**src/rtl/mod_dma.sv**
```systemverilog
// Single-channel word-copy DMA for the PLP bus: a slave register window
// programs SRC/DST/CNT, and a master port alternates read/write cycles.
module mod_dma (
  input  logic        clk,
  input  logic        rst,
  input  logic        ie,
  input  logic        de,
  input  logic [31:0] iaddr,
  input  logic [31:0] daddr,
  input  logic [1:0]  drw,
  input  logic [31:0] din,
  output logic [31:0] iout,
  output logic [31:0] dout,
  output logic        m_req,
  input  logic        m_grant,
  output logic [31:0] m_addr,
  output logic [1:0]  m_drw,
  output logic [31:0] m_dout,
  input  logic [31:0] m_din,
  output logic        irq
);

  typedef enum logic [1:0] {S_IDLE, S_READ, S_WRITE} state_e;

  state_e      state_q, state_d;
  logic [31:0] src_q, src_d;
  logic [31:0] dst_q, dst_d;
  logic [31:0] cnt_q, cnt_d;
  logic [31:0] data_q, data_d;
  logic        done_q, done_d;

  logic busy;
  logic wr_en;
  logic rd_en;
  logic unused_ok;

  assign busy      = (state_q != S_IDLE);
  assign wr_en     = de && (drw == 2'b01);
  assign rd_en     = de && (drw == 2'b10);
  assign unused_ok = ^{ie, iaddr};
  assign iout      = 32'd0;
  assign irq       = done_q;

  always_ff @(posedge clk or posedge rst) begin
    if (rst) begin
      state_q <= S_IDLE;
      src_q   <= 32'd0;
      dst_q   <= 32'd0;
      cnt_q   <= 32'd0;
      data_q  <= 32'd0;
      done_q  <= 1'b0;
    end else begin
      state_q <= state_d;
      src_q   <= src_d;
      dst_q   <= dst_d;
      cnt_q   <= cnt_d;
      data_q  <= data_d;
      done_q  <= done_d;
    end
  end

  // Master progress is computed first so that an ABORT in the same cycle
  // overrides the state change but keeps the address/count updates.
  always_comb begin
    state_d = state_q;
    src_d   = src_q;
    dst_d   = dst_q;
    cnt_d   = cnt_q;
    data_d  = data_q;
    done_d  = done_q;

    case (state_q)
      S_READ: begin
        if (m_grant) begin
          data_d  = m_din;
          src_d   = src_q + 32'd4;
          state_d = S_WRITE;
        end
      end
      S_WRITE: begin
        if (m_grant) begin
          dst_d = dst_q + 32'd4;
          cnt_d = cnt_q - 32'd1;
          if (cnt_q == 32'd1) begin
            state_d = S_IDLE;
            done_d  = 1'b1;
          end else begin
            state_d = S_READ;
          end
        end
      end
      default: ;
    endcase

    if (wr_en) begin
      if (busy) begin
        if ((daddr == 32'hC) && din[2]) begin
          state_d = S_IDLE;
          done_d  = 1'b0;
        end
      end else begin
        case (daddr)
          32'h0: src_d = din;
          32'h4: dst_d = din;
          32'h8: cnt_d = din;
          32'hC: begin
            if (din[0]) begin
              if (cnt_q == 32'd0) begin
                done_d = 1'b1;
              end else begin
                done_d  = 1'b0;
                state_d = S_READ;
              end
            end
          end
          default: ;
        endcase
      end
    end
  end

  always_comb begin
    m_req  = 1'b0;
    m_drw  = 2'b00;
    m_addr = 32'd0;
    m_dout = 32'd0;
    case (state_q)
      S_READ: begin
        m_req  = 1'b1;
        m_drw  = 2'b10;
        m_addr = src_q;
      end
      S_WRITE: begin
        m_req  = 1'b1;
        m_drw  = 2'b01;
        m_addr = dst_q;
        m_dout = data_q;
      end
      default: ;
    endcase
  end

  always_comb begin
    dout = 32'd0;
    if (rd_en) begin
      case (daddr)
        32'h0:   dout = src_q;
        32'h4:   dout = dst_q;
        32'h8:   dout = cnt_q;
        32'hC:   dout = {29'd0, 1'b0, done_q, busy};
        default: dout = 32'd0;
      endcase
    end
  end

endmodule

```
**config.mk**
```make
export PLATFORM = sky130hd
export DESIGN_NAME = mod_dma
export DESIGN_NICKNAME = d
export VERILOG_FILES = /design/src/rtl/mod_dma.sv
export SDC_FILE = /design/constraint.sdc
export NUM_CORES = 1
export LEC_CHECK = 0
export BUFFER_PORTS_ARGS = -buffer_cell sky130_fd_sc_hd__buf_2
export CORE_MARGIN = 1.5
export CORE_UTILIZATION = 48
export CTS_CLUSTER_DIAMETER = 80
export CTS_CLUSTER_SIZE = 14
export DETAILED_ROUTE_END_ITERATION = 6
export PLACE_DENSITY = 0.73
export SKIP_LAST_GASP = 1
export SYNTH_ARGS = -nofsm -noshare
export SYNTH_HDL_FRONTEND = slang
export SYNTH_SLANG_ARGS = --single-unit
```
**constraint.sdc**
```tcl
create_clock -name clk -period 8.7 [get_ports clk]
set_input_delay 0.87 -clock clk [delete_from_list [all_inputs] [get_ports clk]]
set_output_delay 0.87 -clock clk [all_outputs]
set_load 0.02 [all_outputs]
```
==> run summary <==
Worst-Skew Late Latency: 420 ps
Post-Layout Cell Count: 1379
minimum clock period: 4090 ps
Core Box Area: 17200 µm²
post-CTS repair timing setup buffer count: 0
count of pins over their slew limit: 0
startpoint types: primary input
pwr/cell area: 150 nW/µm²
cell taking the most area after synthesis: dfrtp_1
YS warnings: 0
R2R depth: 9
clock tree buffer depth: 2
Clock Root Buffer: clkbuf_16
top cell type's share of synthesized area: 0.390
top sig layer: met4
Setup Skew: 7.09 ps
Most used DFF post-synth: dfrtp_1
CTS tree: yes
Die X: 135 µm
hold slack: 498 ps
ratio of cells with drive above 1 in the final layout: 0.252
drt via density: 5.55
# rows: 48
Post-synth top cells: 173 x nor2_1, 131 x dfrtp_1, 117 x a21oi_1, 51 x clkbuf_1, 50 x xor2_1
vias in the first global route: 7060
met1 wire length: 10.4 mm
Max Fanout on Critical Path: 37
routed wl met3: 1.53 mm
max frequency: 0.244 GHz
ANT cells: 0
CP required: 7830 ps
met2 WL post-DR: 11.4 mm
Avg WL per Cell: 17.3 µm
main area contributors after synthesis: dfrtp_1 39%, nor2_1 7.7%, a21oi_1 7.0%, xor2_1 5.2%, mux2_2 4.4%
Yosys reg bits: 131
placed cell count: 1347
grt total ovfl: 0
cell depth of the worst hold path: 1
Yosys cell types: 45
HP Class: reg2reg
H-Tree Level Count: 4
Final Hold Fails: 0
# hold bufs at CTS: 0
pin count of the biggest net entering global routing: 72
fillcell total: 1569
die height: 135 µm
max-cap viol count: 0
die footprint: 18300 µm²
actual slew at the worst max-slew pin: 1170 ps
Syn Inst Count: 967
Detailed Place HPWL: 16.4 mm
CTS Buf Count: 17
status: complete, no violations
Syn Area/Cell: 8.69 µm²
Post-CTS Resized: 0
number of synthesized flops with an enable pin: 0
Post-Syn Area: 8400 µm²
crit end category: output pin
CP arrival: 3220 ps
DRT antenna net count: 0
Ports: 267
Peak supply drop: 0.000141 V
first-pass GRT wire length: 37.4 mm
overall power: 0.00151 W
routability congestion estimate: 0.863
Setup CP Type: in2out
input/output buffers: 201
Detailed Routing Iterations Pass 1: 5
WL final: 23.8 mm
# DRC: 0
initial antenna violation count: 0
clock-pin slew on the worst setup and hold paths: 60 ps
Pleak: 4.94 nW
P&R area growth vs syn: 20.6%
Final #Nets: 1284
final worst path period share: 0.471
dpl ws: 4630 ps
Final setup viols: 0
Clock Sinks: 131
ys async rst share: 1.00
Detailed Route Iter0 Violations: 587
normalized max-slew margin: 0.217
sequential fraction of the synthesis area: 0.390
Global Route Usage Sum: 0.263
top-count cell post-synth: nor2_1
min setup slack post-route: 4610 ps
via count: 7659
setup TNS: 0 ps
RSZ-0062 raised after global routing: false
Initial Util: 0.489
-- per-stage QoR --
stage	instance area (µm²)	util
2_1_floorplan	8520	-
3_3_place_gp	9440	0.550
3_5_place_dp	9440	0.550
4_1_cts	10100	0.590
5_1_grt	10100	0.590
6_report	10100	0.590
-- power breakdown --
| part | switching, W | total, W | internal, W | leakage (nW) |
|---|---|---|---|---|
| Sequential | 0.00000000000298 | 0.000609 | 0.000609 | 1.83 |
| Clock | 0.000280 | 0.000834 | 0.000554 | 0.327 |
| Combinational | 0.0000503 | 0.0000720 | 0.0000217 | 2.79 |
-- cells by family (layout without fill, tap and decap cells) --
kind of cell / count (synthesis) / count (layout) / synth area share
fa+ha+maj: 8 / 8 / 0.0119
simple gates: 415 / 415 / 0.251
other cells: 1 / 32 / 0.000446
flops: 131 / 131 / 0.390
xor+xnor: 88 / 88 / 0.0918
mux: 71 / 71 / 0.0930
compound gates: 158 / 158 / 0.105
buf+inv: 95 / 251 / 0.0571
-- layer usage --
| layer | up-vias | track usage |
|---|---|---|
| li1 | 3627 | - |
| met1 | 3658 | 0.362 |
| met2 | 335 | 0.431 |
| met3 | 39 | 0.0359 |
| met4 | 0 | 0.0824 |
| met5 | - | 0 |
-- placed cells by master (no fill, tap or decap), drive strengths merged, types with 5 or more instances in the layout --
cell type / count
clkbuf: 20
mux2: 36
dfrtp: 131
nor4: 23
conb: 32
bufinv: 6
xnor2: 38
nor2b: 36
ha: 8
inv: 8
nand4: 22
nor2: 173
nand2: 45
mux2i: 33
nand3: 31
xor2: 50
nor3: 11
a22oi: 32
and4: 9
and2: 35
and3: 12
o21ai: 5
buf: 212
a21oi: 117
-- critical path, cell delays in order --
cell and delay, ps:
buf_2 620, nor2b_2 860, buf_4 350, a21oi_1 90, nor2_1 190, buf_2 210
-- registers in the layout, summed over array words and instances, names as in the netlist --
register  count
cnt_q        32
data_q       32
dst_q        32
irq           1
src_q        32
state_q       2
-- layout make-up --
cell class / instances / area [µm²] / area share
Multi-Input combinational cell: 772 / 4770 / 0.471
Timing Repair Buffer: 212 / 1090 / 0.107
Tap cell: 225 / 282 / 0.0278
Inverter: 7 / 28.8 / 0.00284
Clock inverter: 12 / 226 / 0.0224
Clock buffer: 20 / 457 / 0.0451
Sequential cell: 131 / 3280 / 0.324
-- path summary, 6_finish.rpt --
| check | slack [ps] | start | endpoint |
|---|---|---|---|
| max in group asynchronous | 6690 | rst | data_q[20]$_DFFE_PP0P_ |
| min | 500 | data_q[6]$_DFFE_PP0P_ | data_q[6]$_DFFE_PP0P_ |
| min reg2reg | 500 | data_q[6]$_DFFE_PP0P_ | data_q[6]$_DFFE_PP0P_ |
| max | 4610 | daddr[3] | dout[2] |
| min in group asynchronous | 610 | rst | dst_q[14]$_DFF_PP0_ |
| max reg2reg | 5240 | state_q[0]$_DFF_PP0_ | cnt_q[29]$_DFF_PP0_ |
Note: power is estimated with default switching activity, not from simulation.
